<file path="src/rtl/aes_seq_ctrl_if.sv">
// Host-side request/response bundle between the bus register block and aes_seq_ctrl.
interface aes_seq_ctrl_if;
    logic         req_valid;
    logic         req_ready;
    logic         req_mode;
    logic [127:0] req_key;
    logic [127:0] req_data;
    logic         resp_valid;
    logic         resp_ready;
    logic [127:0] resp_data;
    logic         busy;

    modport master (
        output req_valid, req_mode, req_key, req_data, resp_ready,
        input  req_ready, resp_valid, resp_data, busy
    );

    modport slave (
        input  req_valid, req_mode, req_key, req_data, resp_ready,
        output req_ready, resp_valid, resp_data, busy
    );
endinterface

</file>
<file path="src/rtl/aes_seq_ctrl.sv">
// Sequencer for the byte-serial AES core: key/data load, start, wait, shift-out, respond.
// Optional last-key cache enabled by defining AES_SEQ_KEYCACHE_EN.
module aes_seq_ctrl #(
    parameter int CORE_LAT = 13,
    parameter int NBYTES   = 16
) (
    input  logic       clk,
    input  logic       rst,
    aes_seq_ctrl_if.slave bus,
    output logic [7:0] aes_din,
    output logic       aes_loadkey,
    output logic       aes_load_shift,
    output logic       aes_staenc,
    output logic       aes_stadec,
    input  logic [7:0] aes_dout
);
    localparam int         WW        = (CORE_LAT > 1) ? $clog2(CORE_LAT) : 1;
    localparam logic [WW-1:0] WAIT_INIT = WW'(CORE_LAT - 1);
    localparam logic [3:0] BC_LAST   = 4'(NBYTES - 1);

    typedef enum logic [2:0] {
        S_IDLE, S_LDKEY, S_LDDATA, S_START, S_WAIT, S_SHIFT, S_RESP
    } state_t;

    state_t         state_q, state_d;
    logic [3:0]     bc_q, bc_d, bc_nxt;
    logic [WW-1:0]  wait_q, wait_d;
    logic           mode_q, mode_d;
    logic [127:0]   key_q, key_d;
    logic [127:0]   data_q, data_d;
    logic [7:0]     din_q, din_d;
    logic           loadkey_q, loadkey_d;
    logic           load_shift_q, load_shift_d;
    logic           staenc_q, staenc_d;
    logic           stadec_q, stadec_d;
    logic [127:0]   resp_data_q, resp_data_d;
    logic           resp_valid_q, resp_valid_d;
    logic           req_ready_q, req_ready_d;
    logic           busy_q, busy_d;
    logic           key_hit;

`ifdef AES_SEQ_KEYCACHE_EN
    logic [127:0] last_key_q, last_key_d;
    logic         kc_valid_q, kc_valid_d;

    assign key_hit = kc_valid_q && (bus.req_key == last_key_q);

    always_comb begin
        last_key_d = last_key_q;
        kc_valid_d = kc_valid_q;
        if (state_q == S_LDKEY && bc_q == BC_LAST) begin
            last_key_d = key_q;
            kc_valid_d = 1'b1;
        end
    end

    always_ff @(posedge clk or negedge rst) begin
        if (!rst) begin
            last_key_q <= '0;
            kc_valid_q <= 1'b0;
        end else begin
            last_key_q <= last_key_d;
            kc_valid_q <= kc_valid_d;
        end
    end
`else
    assign key_hit = 1'b0;
`endif

    assign bc_nxt = bc_q + 4'd1;

    always_comb begin
        state_d      = state_q;
        bc_d         = bc_q;
        wait_d       = wait_q;
        mode_d       = mode_q;
        key_d        = key_q;
        data_d       = data_q;
        din_d        = din_q;
        loadkey_d    = 1'b0;
        load_shift_d = 1'b0;
        staenc_d     = 1'b0;
        stadec_d     = 1'b0;
        resp_data_d  = resp_data_q;
        case (state_q)
            S_IDLE: begin
                if (bus.req_valid && req_ready_q) begin
                    mode_d = bus.req_mode;
                    key_d  = bus.req_key;
                    data_d = bus.req_data;
                    bc_d   = 4'd0;
                    if (key_hit) begin
                        state_d      = S_LDDATA;
                        load_shift_d = 1'b1;
                        din_d        = bus.req_data[7:0];
                    end else begin
                        state_d   = S_LDKEY;
                        loadkey_d = 1'b1;
                        din_d     = bus.req_key[7:0];
                    end
                end
            end
            S_LDKEY: begin
                if (bc_q == BC_LAST) begin
                    state_d      = S_LDDATA;
                    bc_d         = 4'd0;
                    load_shift_d = 1'b1;
                    din_d        = data_q[7:0];
                end else begin
                    bc_d      = bc_nxt;
                    loadkey_d = 1'b1;
                    din_d     = key_q[8*bc_nxt +: 8];
                end
            end
            S_LDDATA: begin
                if (bc_q == BC_LAST) begin
                    state_d  = S_START;
                    staenc_d = ~mode_q;
                    stadec_d = mode_q;
                end else begin
                    bc_d         = bc_nxt;
                    load_shift_d = 1'b1;
                    din_d        = data_q[8*bc_nxt +: 8];
                end
            end
            S_START: begin
                state_d = S_WAIT;
                wait_d  = WAIT_INIT;
            end
            S_WAIT: begin
                if (wait_q == '0) begin
                    state_d      = S_SHIFT;
                    bc_d         = 4'd0;
                    load_shift_d = 1'b1;
                end else begin
                    wait_d = wait_q - 1'b1;
                end
            end
            S_SHIFT: begin
                resp_data_d[8*bc_q +: 8] = aes_dout;
                if (bc_q == BC_LAST) begin
                    state_d = S_RESP;
                end else begin
                    bc_d         = bc_nxt;
                    // The core's last byte is already on dout, so no shift for it.
                    load_shift_d = (bc_nxt != BC_LAST);
                end
            end
            S_RESP: begin
                if (bus.resp_ready && resp_valid_q) state_d = S_IDLE;
            end
            default: state_d = S_IDLE;
        endcase
        req_ready_d  = (state_d == S_IDLE);
        busy_d       = (state_d != S_IDLE);
        resp_valid_d = (state_d == S_RESP);
    end

    always_ff @(posedge clk or negedge rst) begin
        if (!rst) begin
            state_q      <= S_IDLE;
            bc_q         <= 4'd0;
            wait_q       <= '0;
            mode_q       <= 1'b0;
            key_q        <= '0;
            data_q       <= '0;
            din_q        <= 8'd0;
            loadkey_q    <= 1'b0;
            load_shift_q <= 1'b0;
            staenc_q     <= 1'b0;
            stadec_q     <= 1'b0;
            resp_data_q  <= '0;
            resp_valid_q <= 1'b0;
            req_ready_q  <= 1'b1;
            busy_q       <= 1'b0;
        end else begin
            state_q      <= state_d;
            bc_q         <= bc_d;
            wait_q       <= wait_d;
            mode_q       <= mode_d;
            key_q        <= key_d;
            data_q       <= data_d;
            din_q        <= din_d;
            loadkey_q    <= loadkey_d;
            load_shift_q <= load_shift_d;
            staenc_q     <= staenc_d;
            stadec_q     <= stadec_d;
            resp_data_q  <= resp_data_d;
            resp_valid_q <= resp_valid_d;
            req_ready_q  <= req_ready_d;
            busy_q       <= busy_d;
        end
    end

    assign bus.req_ready  = req_ready_q;
    assign bus.resp_valid = resp_valid_q;
    assign bus.resp_data  = resp_data_q;
    assign bus.busy       = busy_q;
    assign aes_din        = din_q;
    assign aes_loadkey    = loadkey_q;
    assign aes_load_shift = load_shift_q;
    assign aes_staenc     = staenc_q;
    assign aes_stadec     = stadec_q;
endmodule

</file>
<file path="src/flat_wrapper.sv">
// flat-port wrapper written by rule: the top's interface ports become plain ports
module aes_seq_ctrl_flat 
#(
    parameter int CORE_LAT = 13,
    parameter int NBYTES   = 16
)
  (clk, rst, aes_din, aes_loadkey, aes_load_shift, aes_staenc, aes_stadec, aes_dout, bus_req_valid, bus_req_mode, bus_req_key, bus_req_data, bus_resp_ready, bus_req_ready, bus_resp_valid, bus_resp_data, bus_busy);
  aes_seq_ctrl_if bus_i ();
  input  logic clk;
  input  logic rst;
  output logic [7:0] aes_din;
  output logic aes_loadkey;
  output logic aes_load_shift;
  output logic aes_staenc;
  output logic aes_stadec;
  input  logic [7:0] aes_dout;
  input wire logic [$bits(bus_i.req_valid)-1:0] bus_req_valid;
  input wire logic [$bits(bus_i.req_mode)-1:0] bus_req_mode;
  input wire logic [$bits(bus_i.req_key)-1:0] bus_req_key;
  input wire logic [$bits(bus_i.req_data)-1:0] bus_req_data;
  input wire logic [$bits(bus_i.resp_ready)-1:0] bus_resp_ready;
  output wire logic [$bits(bus_i.req_ready)-1:0] bus_req_ready;
  output wire logic [$bits(bus_i.resp_valid)-1:0] bus_resp_valid;
  output wire logic [$bits(bus_i.resp_data)-1:0] bus_resp_data;
  output wire logic [$bits(bus_i.busy)-1:0] bus_busy;
  assign bus_i.req_valid = bus_req_valid;
  assign bus_i.req_mode = bus_req_mode;
  assign bus_i.req_key = bus_req_key;
  assign bus_i.req_data = bus_req_data;
  assign bus_i.resp_ready = bus_resp_ready;
  assign bus_req_ready = bus_i.req_ready;
  assign bus_resp_valid = bus_i.resp_valid;
  assign bus_resp_data = bus_i.resp_data;
  assign bus_busy = bus_i.busy;
  aes_seq_ctrl #(.CORE_LAT(CORE_LAT), .NBYTES(NBYTES)) u_core (.clk(clk), .rst(rst), .bus(bus_i), .aes_din(aes_din), .aes_loadkey(aes_loadkey), .aes_load_shift(aes_load_shift), .aes_staenc(aes_staenc), .aes_stadec(aes_stadec), .aes_dout(aes_dout));
endmodule
</file>
<file path="config.mk">
export PLATFORM = sky130hd
export DESIGN_NAME = aes_seq_ctrl_flat
export DESIGN_NICKNAME = d
export VERILOG_FILES = /design/src/rtl/aes_seq_ctrl_if.sv /design/src/rtl/aes_seq_ctrl.sv /design/src/flat_wrapper.sv
export SDC_FILE = /design/constraint.sdc
export NUM_CORES = 1
export LEC_CHECK = 0
export ABC_AREA = 1
export CAP_MARGIN = 20
export CORE_MARGIN = 2
export CORE_UTILIZATION = 35
export DETAILED_ROUTE_END_ITERATION = 10
export DONT_BUFFER_PORTS = 1
export PLACE_DENSITY = 0.49
export SYNTH_ARGS = -nofsm -noshare
export SYNTH_HDL_FRONTEND = slang
export SYNTH_SLANG_ARGS = --single-unit
export TNS_END_PERCENT = 100
</file>
<file path="constraint.sdc">
create_clock -name clk -period 3.8 [get_ports clk]
set_clock_uncertainty 0.05 [all_clocks]
set_input_delay 0.76 -clock clk [delete_from_list [all_inputs] [get_ports clk]]
set_output_delay 0.76 -clock clk [all_outputs]
set_load 0.02 [all_outputs]
</file>
==> flow_metrics.py, run 1 <==
metrics = {
    "clock_network": {
        "clk_latency_ps": 590,
        "cts.sinks": 411,
        "cts_max_path_buffers": 3,
        "cts_buffers": 48,
        "cts_resized": 0,
        "clk_pin_slew_ps": 60,
        "post-cts-setup-buffer-count": 0,
        "cts_tree": "built",
        "htreeDepth": 2,
        "cts_root_buf": "clkbuf_16",
    },
    "placed_design": {
        "placed_cells": 3097,
        "dp_hpwl_um": 46000,
        "routabilityCongestion": 0.845,
        "port_buffers": 0,
    },
    "logic_synthesis": {
        "synth_top_family_by_area": "simple AND/OR/NAND/NOR gates",
        "ys_warn_count": 0,
        "synth_cell_types": 37,
        "syn_area_per_cell_um2": 7.86,
        "yosys.area_share.simple": 0.258,
        "syn_nets": 2756,
        "syn_inst": 2480,
        "synth_seq_cells": 411,
        "synth-xor-area-share": 0.00295,
        "synth-adder-area-share": 0.00449,
        "netlist_area_mm2": 0.0195,
        "synth-compound-area-share": 0.112,
        "yosysSeqAreaShare": 0.528,
        "synth_mux_area_frac": 0.000514,
    },
    "sta": {
        "fin_hold_ws_ps": -180,
        "worstMarginPinSlew_ps": 1200,
        "maxSlewViolCount": 0,
        "setup_viol": 0,
        "slew_headroom": 0.202,
        "fin_crit_sh": 0.819,
        "fin_tns_setup_ps": 0,
        "min_period_ps": 3110,
        "rsz0062_at_grt": "no",
        "clock.fmax_mhz": 321,
        "hold_viol": 232,
    },
    "drt": {
        "drtPass1Iterations": 5,
        "wl_um": 66500,
        "vias": 16100,
        "wire_per_inst_um": 20.9,
        "first_iter_violations": 1410,
        "vias_per_cell": 5.06,
        "drc": 0,
        "detail-route-antenna-nets": 0,
    },
    "worst_setup_path": {
        "startpoint_type": "flip-flop",
        "r2r.worst_path.cells": 8,
        "endpoint_kind": "flip-flop",
        "required_ps": 4280,
        "cp.arrival_ps": 3590,
        "worstReg2RegStart": "u_core.bc_q[2]",
        "r2r_end": "u_core.bus.resp_data[11]",
        "critPathKind": "flip-flop to flip-flop",
        "r2r_slack_ps": 690,
        "critPathMaxFanout": 57,
    },
    "cells_and_area": {
        "drive_above_1_share": 0.0592,
        "fin_util": 0.394,
        "syn_to_final_growth_pct": 11.3,
        "finalNonFillerCells": 3183,
        "nNetsFinal": 2676,
        "layout_common_cells": "nand2_1, dfrtp_1, o21ai_0",
        "mostFrequentLayoutCell": "nand2_1",
    },
    "power": {
        "p_per_area_mw_per_mm2": 961,
        "leakage_nw": 9.92,
        "ir_drop_mv": 0.666,
    },
    "global_routing": {
        "use_met1": 0.326,
        "grtUsageTotal": 0.228,
        "grt_pass1_vias": 15600,
        "grt_max_degree": 412,
        "busiest_layer": "met2",
        "grt_pass1_wl_um": 99400,
        "use_met2": 0.340,
        "overflow": 0,
        "grt_use_met3": 0.0587,
        "antenna_found_initial": 4,
    },
    "floorplan": {
        "die_w_um": 240,
        "ios": 412,
        "die_area_mm2": 0.0576,
        "placeableCoreArea_mm2": 0.0551,
        "start_util": 0.354,
        "row_count": 86,
        "dieHeight_um": 240,
    },
    "status": {
        "violations": "negative hold slack",
        "status": "finished, violations left",
    },
    "min_path": {
        "holdCritPathClass": "input pin to async pin",
    },
    "flow_run": {
        "max-cap-violations": 0,
    },
}
==> per-layer routing <==
layer / part of all wire / up-vias
li1: - / 7755
met2: 0.45 / 490
met1: 0.46 / 7782
met5: 0.00020 / -
met3: 0.077 / 89
met4: 0.022 / 2
==> synthesized netlist by cell type <==
cell type / count / area (um^2)
nand2_1: 766 / 2880
dfrtp_1: 410 / 10300
o21ai_0: 301 / 1510
inv_1: 298 / 1120
nand3_1: 282 / 1410
clkbuf_1: 71 / 267
buf_2: 66 / 330
o21ai_1: 56 / 280
nor2_1: 46 / 173
nor3_1: 29 / 145
nand4_1: 25 / 156
o31ai_1: 19 / 143
buf_1: 14 / 52.6
inv_2: 13 / 48.8
a21oi_1: 11 / 55.1
o211ai_1: 9 / 67.6
nor4_1: 8 / 50.1
ha_1: 7 / 87.6
nand2_2: 6 / 37.5
nor2_2: 6 / 37.5
o41ai_1: 6 / 52.6
nand3_2: 5 / 50.1
nor2_4: 4 / 45.0
nor3_2: 3 / 30.0
o22ai_1: 3 / 18.8
xor2_2: 3 / 48.8
buf_4: 2 / 15.0
o41ai_2: 2 / 32.5
a31oi_1: 1 / 6.26
and2_1: 1 / 6.26
buf_6: 1 / 11.3
clkinv_1: 1 / 3.75
dfstp_2: 1 / 26.3
mux2i_1: 1 / 10.0
nand3b_1: 1 / 7.51
o211ai_2: 1 / 12.5
xnor2_1: 1 / 8.76
==> critical path: stages, from the launching register on <==
cell,delay (ps)
dfrtp_1,650
nor3_1,140
ha_1,320
buf_4,560
nand3_1,310
buf_4,290
nor2_1,450
nand3_1,170
nand2_1,90
==> worst max-delay path by stage <==
| stage | start | end | slack (ps) | depth (start not counted) |
|---|---|---|---|---|
| after floorplan | u_core.bc_q[0] | u_core.bus.resp_data[6] | 1040 | 13 |
| after global placement | u_core.bc_q[1] | u_core.bus.resp_data[11] | 880 | 9 |
| after detailed placement | u_core.bc_q[2] | u_core.bus.resp_data[11] | 760 | 8 |
| after CTS | u_core.bc_q[2] | u_core.bus.resp_data[11] | 730 | 8 |
| after global routing | u_core.bc_q[1] | u_core.bus.resp_data[8] | 420 | 9 |
| final | u_core.bc_q[2] | u_core.bus.resp_data[11] | 690 | 8 |
==> cell families (layout without fill, tap and decap cells) <==
kind of cell / after synthesis / count (layout)
AO/OA/AOI/OAI: 409 / 409
XOR/XNOR: 4 / 4
adder cells (fa/ha/maj): 7 / 7
buffers and inverters: 466 / 418
flip-flops: 411 / 411
multiplexers: 1 / 1
other: 0 / 3
AND/OR/NAND/NOR: 1182 / 1182
==> cell type report <==
class | count | area, um^2
fillers | 5758 | 33400
flip-flops and latches | 411 | 10300
well taps | 748 | 936
repair buffers | 24 | 275
diodes | 3 | 7.51
multi-input cells | 1603 | 7390
inverters | 312 | 1180
clock inverters | 13 | 200
clock buffers | 69 | 1410
==> metrics by stage <==
stage | setup slack [ps] | hold slack [ps] | total power, mW | cell area, um^2
floorplan | 1040 | 353 | 13.2 | 19500
global placement | 880 | 362 | 16.0 | 20100
detailed placement | 757 | 377 | 16.1 | 20100
CTS | 728 | -222 | 21.0 | 21700
global route | 420 | -215 | 22.4 | 21700
finish | 688 | -180 | 20.8 | 21700
==> sequential cells by signal, summed over array words and instances, names as in the netlist <==
register / cells
u_core.aes_stadec: 1
u_core.mode_q: 1
u_core.bus.resp_valid: 1
u_core.aes_din: 8
u_core.aes_staenc: 1
u_core.bus.busy: 1
u_core.aes_load_shift: 1
u_core.bus.resp_data: 128
u_core.aes_loadkey: 1
u_core.wait_q: 4
u_core.data_q: 128
u_core.state_q: 3
u_core.bc_q: 4
u_core.key_q: 128
u_core.bus.req_ready: 1
==> where the power goes <==
part	internal (mW)	switching (mW)
Clock	2.90	1.90
Combinational	2.46	6.11
Sequential	6.16	1.31
No activity file was read; power rests on OpenSTA's default activity.
==> inputs of run 2 (changes only) <==
- PLACE_DENSITY: 0.49 -> 0.51
- clock period: 3.8 -> 2.7 ns (I/O delays scaled with it)
==> flow_metrics.py, run 2 (synthesized netlist as in run 1, its figures left out) <==
metrics = {
    "sta": {
        "fin_crit_sh": 0.899,
        "setup_viol": 0,
        "slew_headroom": 0.181,
        "worstMarginPinSlew_ps": 1230,
        "setup_ws_ps": 273,
        "min_period_ps": 2430,
        "maxSlewViolCount": 0,
        "fin_tns_setup_ps": 0,
        "fin_hold_ws_ps": -403,
        "clock.fmax_mhz": 412,
        "hold_viol": 410,
        "rsz0062_at_grt": "no",
    },
    "clock_network": {
        "cts_tree": "built",
        "clk_pin_slew_ps": 60,
        "cts_hold_buffers": 60,
        "cts_root_buf": "clkbuf_16",
        "clk_latency_ps": 590,
        "cts_max_path_buffers": 3,
        "cts_buffers": 48,
        "post-cts-setup-buffer-count": 0,
        "htreeDepth": 2,
        "cts_resized": 0,
        "cts.sinks": 411,
    },
    "power": {
        "switchingPower_mw": 13.2,
        "ir_drop_mv": 0.843,
        "p_sw_frac": 0.446,
        "leakage_nw": 10.3,
        "p_per_area_mw_per_mm2": 1310,
        "seq_power_share": 0.355,
        "internal_power_mw": 16.4,
        "combPwrFrac": 0.422,
        "clockPowerShare": 0.223,
    },
    "worst_setup_path": {
        "critPathMaxFanout": 30,
        "cp.arrival_ps": 2890,
        "crit_family": "simple AND/OR/NAND/NOR gates",
        "required_ps": 3160,
        "critPathKind": "flip-flop to flip-flop",
        "endpoint_kind": "flip-flop",
        "cp_num_cells": 7,
        "crit_buf_inv": 3,
        "critPathMaxStageDelay_ps": 620,
        "worst_path_max_delay_cell": "nor4_1",
        "r2r_slack_ps": 270,
        "r2r_end": "u_core.bus.resp_data[15]",
        "startpoint_type": "flip-flop",
        "r2r.worst_path.cells": 7,
        "cp-endpoint": "u_core.bus.resp_data[15]",
        "critPathLaunch": "u_core.bc_q[1]",
        "worstPathCellList": "inv_1 -> ha_4 -> clkinv_2 -> buf_12 -> nor4_1 -> nand3_1 -> nand2_1",
        "worstReg2RegStart": "u_core.bc_q[1]",
    },
    "global_routing": {
        "antenna_found_initial": 7,
        "busiest_layer": "met2",
        "grt_use_met3": 0.0588,
        "use_met2": 0.350,
        "grt_pass1_vias": 16200,
        "use_met1": 0.327,
        "grt_pass1_wl_um": 101000,
        "overflow": 0,
        "grt_max_degree": 412,
        "grtUsageTotal": 0.231,
    },
    "min_path": {
        "holdCritPathClass": "input pin to async pin",
    },
    "cells_and_area": {
        "layout_common_cells": "nand2_1, dfrtp_1, o21ai_0",
        "drive_above_1_share": 0.0682,
        "nNetsFinal": 2759,
        "final_area_mm2": 0.0225,
        "fillers": 5737,
        "mostFrequentLayoutCell": "nand2_1",
        "syn_to_final_growth_pct": 15.6,
    },
    "floorplan": {
        "start_util": 0.354,
        "row_count": 86,
        "dieHeight_um": 240,
        "ios": 412,
        "placeableCoreArea_mm2": 0.0551,
        "die_area_mm2": 0.0576,
        "die_w_um": 240,
    },
    "drt": {
        "drc": 0,
        "first_iter_violations": 1561,
        "wire_per_inst_um": 20.5,
        "vias": 16600,
        "wl_um": 67200,
        "drtPass1Iterations": 8,
        "vias_per_cell": 5.08,
        "detail-route-antenna-nets": 0,
    },
    "placed_design": {
        "port_buffers": 0,
        "placed_area_mm2": 0.0203,
        "dp_hpwl_um": 47300,
        "routabilityCongestion": 0.852,
        "dp_slack_ps": 280,
    },
    "status": {
        "violations": "negative hold slack",
        "status": "finished, violations left",
    },
    "flow_run": {
        "max-cap-violations": 0,
    },
}
==> run 2: power groups by stage <==
stage	clock network (mW)	logic (mW)	registers, mW
floorplan	0	8.43	10.1
global placement	0	12.2	10.6
detailed placement	0	12.3	10.6
CTS	6.76	12.5	10.5
global route	7.00	14.1	10.7
finish	6.58	12.5	10.5
==> run 2: worst min-delay path by stage <==
stage,end,cells past startpoint,start
finish,u_core.key_q[73],0,rst
global route,u_core.key_q[90],0,rst
CTS,u_core.key_q[86],0,rst
detailed placement,u_core.key_q[72],0,rst
global placement,u_core.key_q[72],0,rst
floorplan,u_core.aes_din[0],0,rst
==> run 2: area by class of cell <==
type | instances | area, um^2 | share of cell area
flip-flops and latches | 411 | 10300 | 0.457
multi-input cells | 1603 | 7390 | 0.328
clock buffers | 77 | 1500 | 0.0667
inverters | 312 | 1180 | 0.0525
repair buffers | 107 | 1120 | 0.0496
well taps | 748 | 936 | 0.0416
clock inverters | 12 | 100 | 0.00444
diodes | 4 | 10.0 | 0.000444
==> run 2: layer usage <==
| layer | part of all wire | wire [um] |
|---|---|---|
| met1 | 0.46 | 30700 |
| met4 | 0.022 | 1510 |
| met3 | 0.073 | 4880 |
| met2 | 0.45 | 30100 |
| met5 | 0.00054 | 36 |
==> run 2: metrics by stage <==
stage | hold WS, ps | instances | power (mW) | utilization
floorplan | 194 | 2480 | 18.5 | -
global placement | 208 | 3121 | 22.8 | 0.369
finish | -403 | 3274 | 29.5 | 0.409
global route | -434 | 3273 | 31.8 | 0.409
CTS | -434 | 3270 | 29.8 | 0.409
detailed placement | 208 | 3121 | 23.0 | 0.369
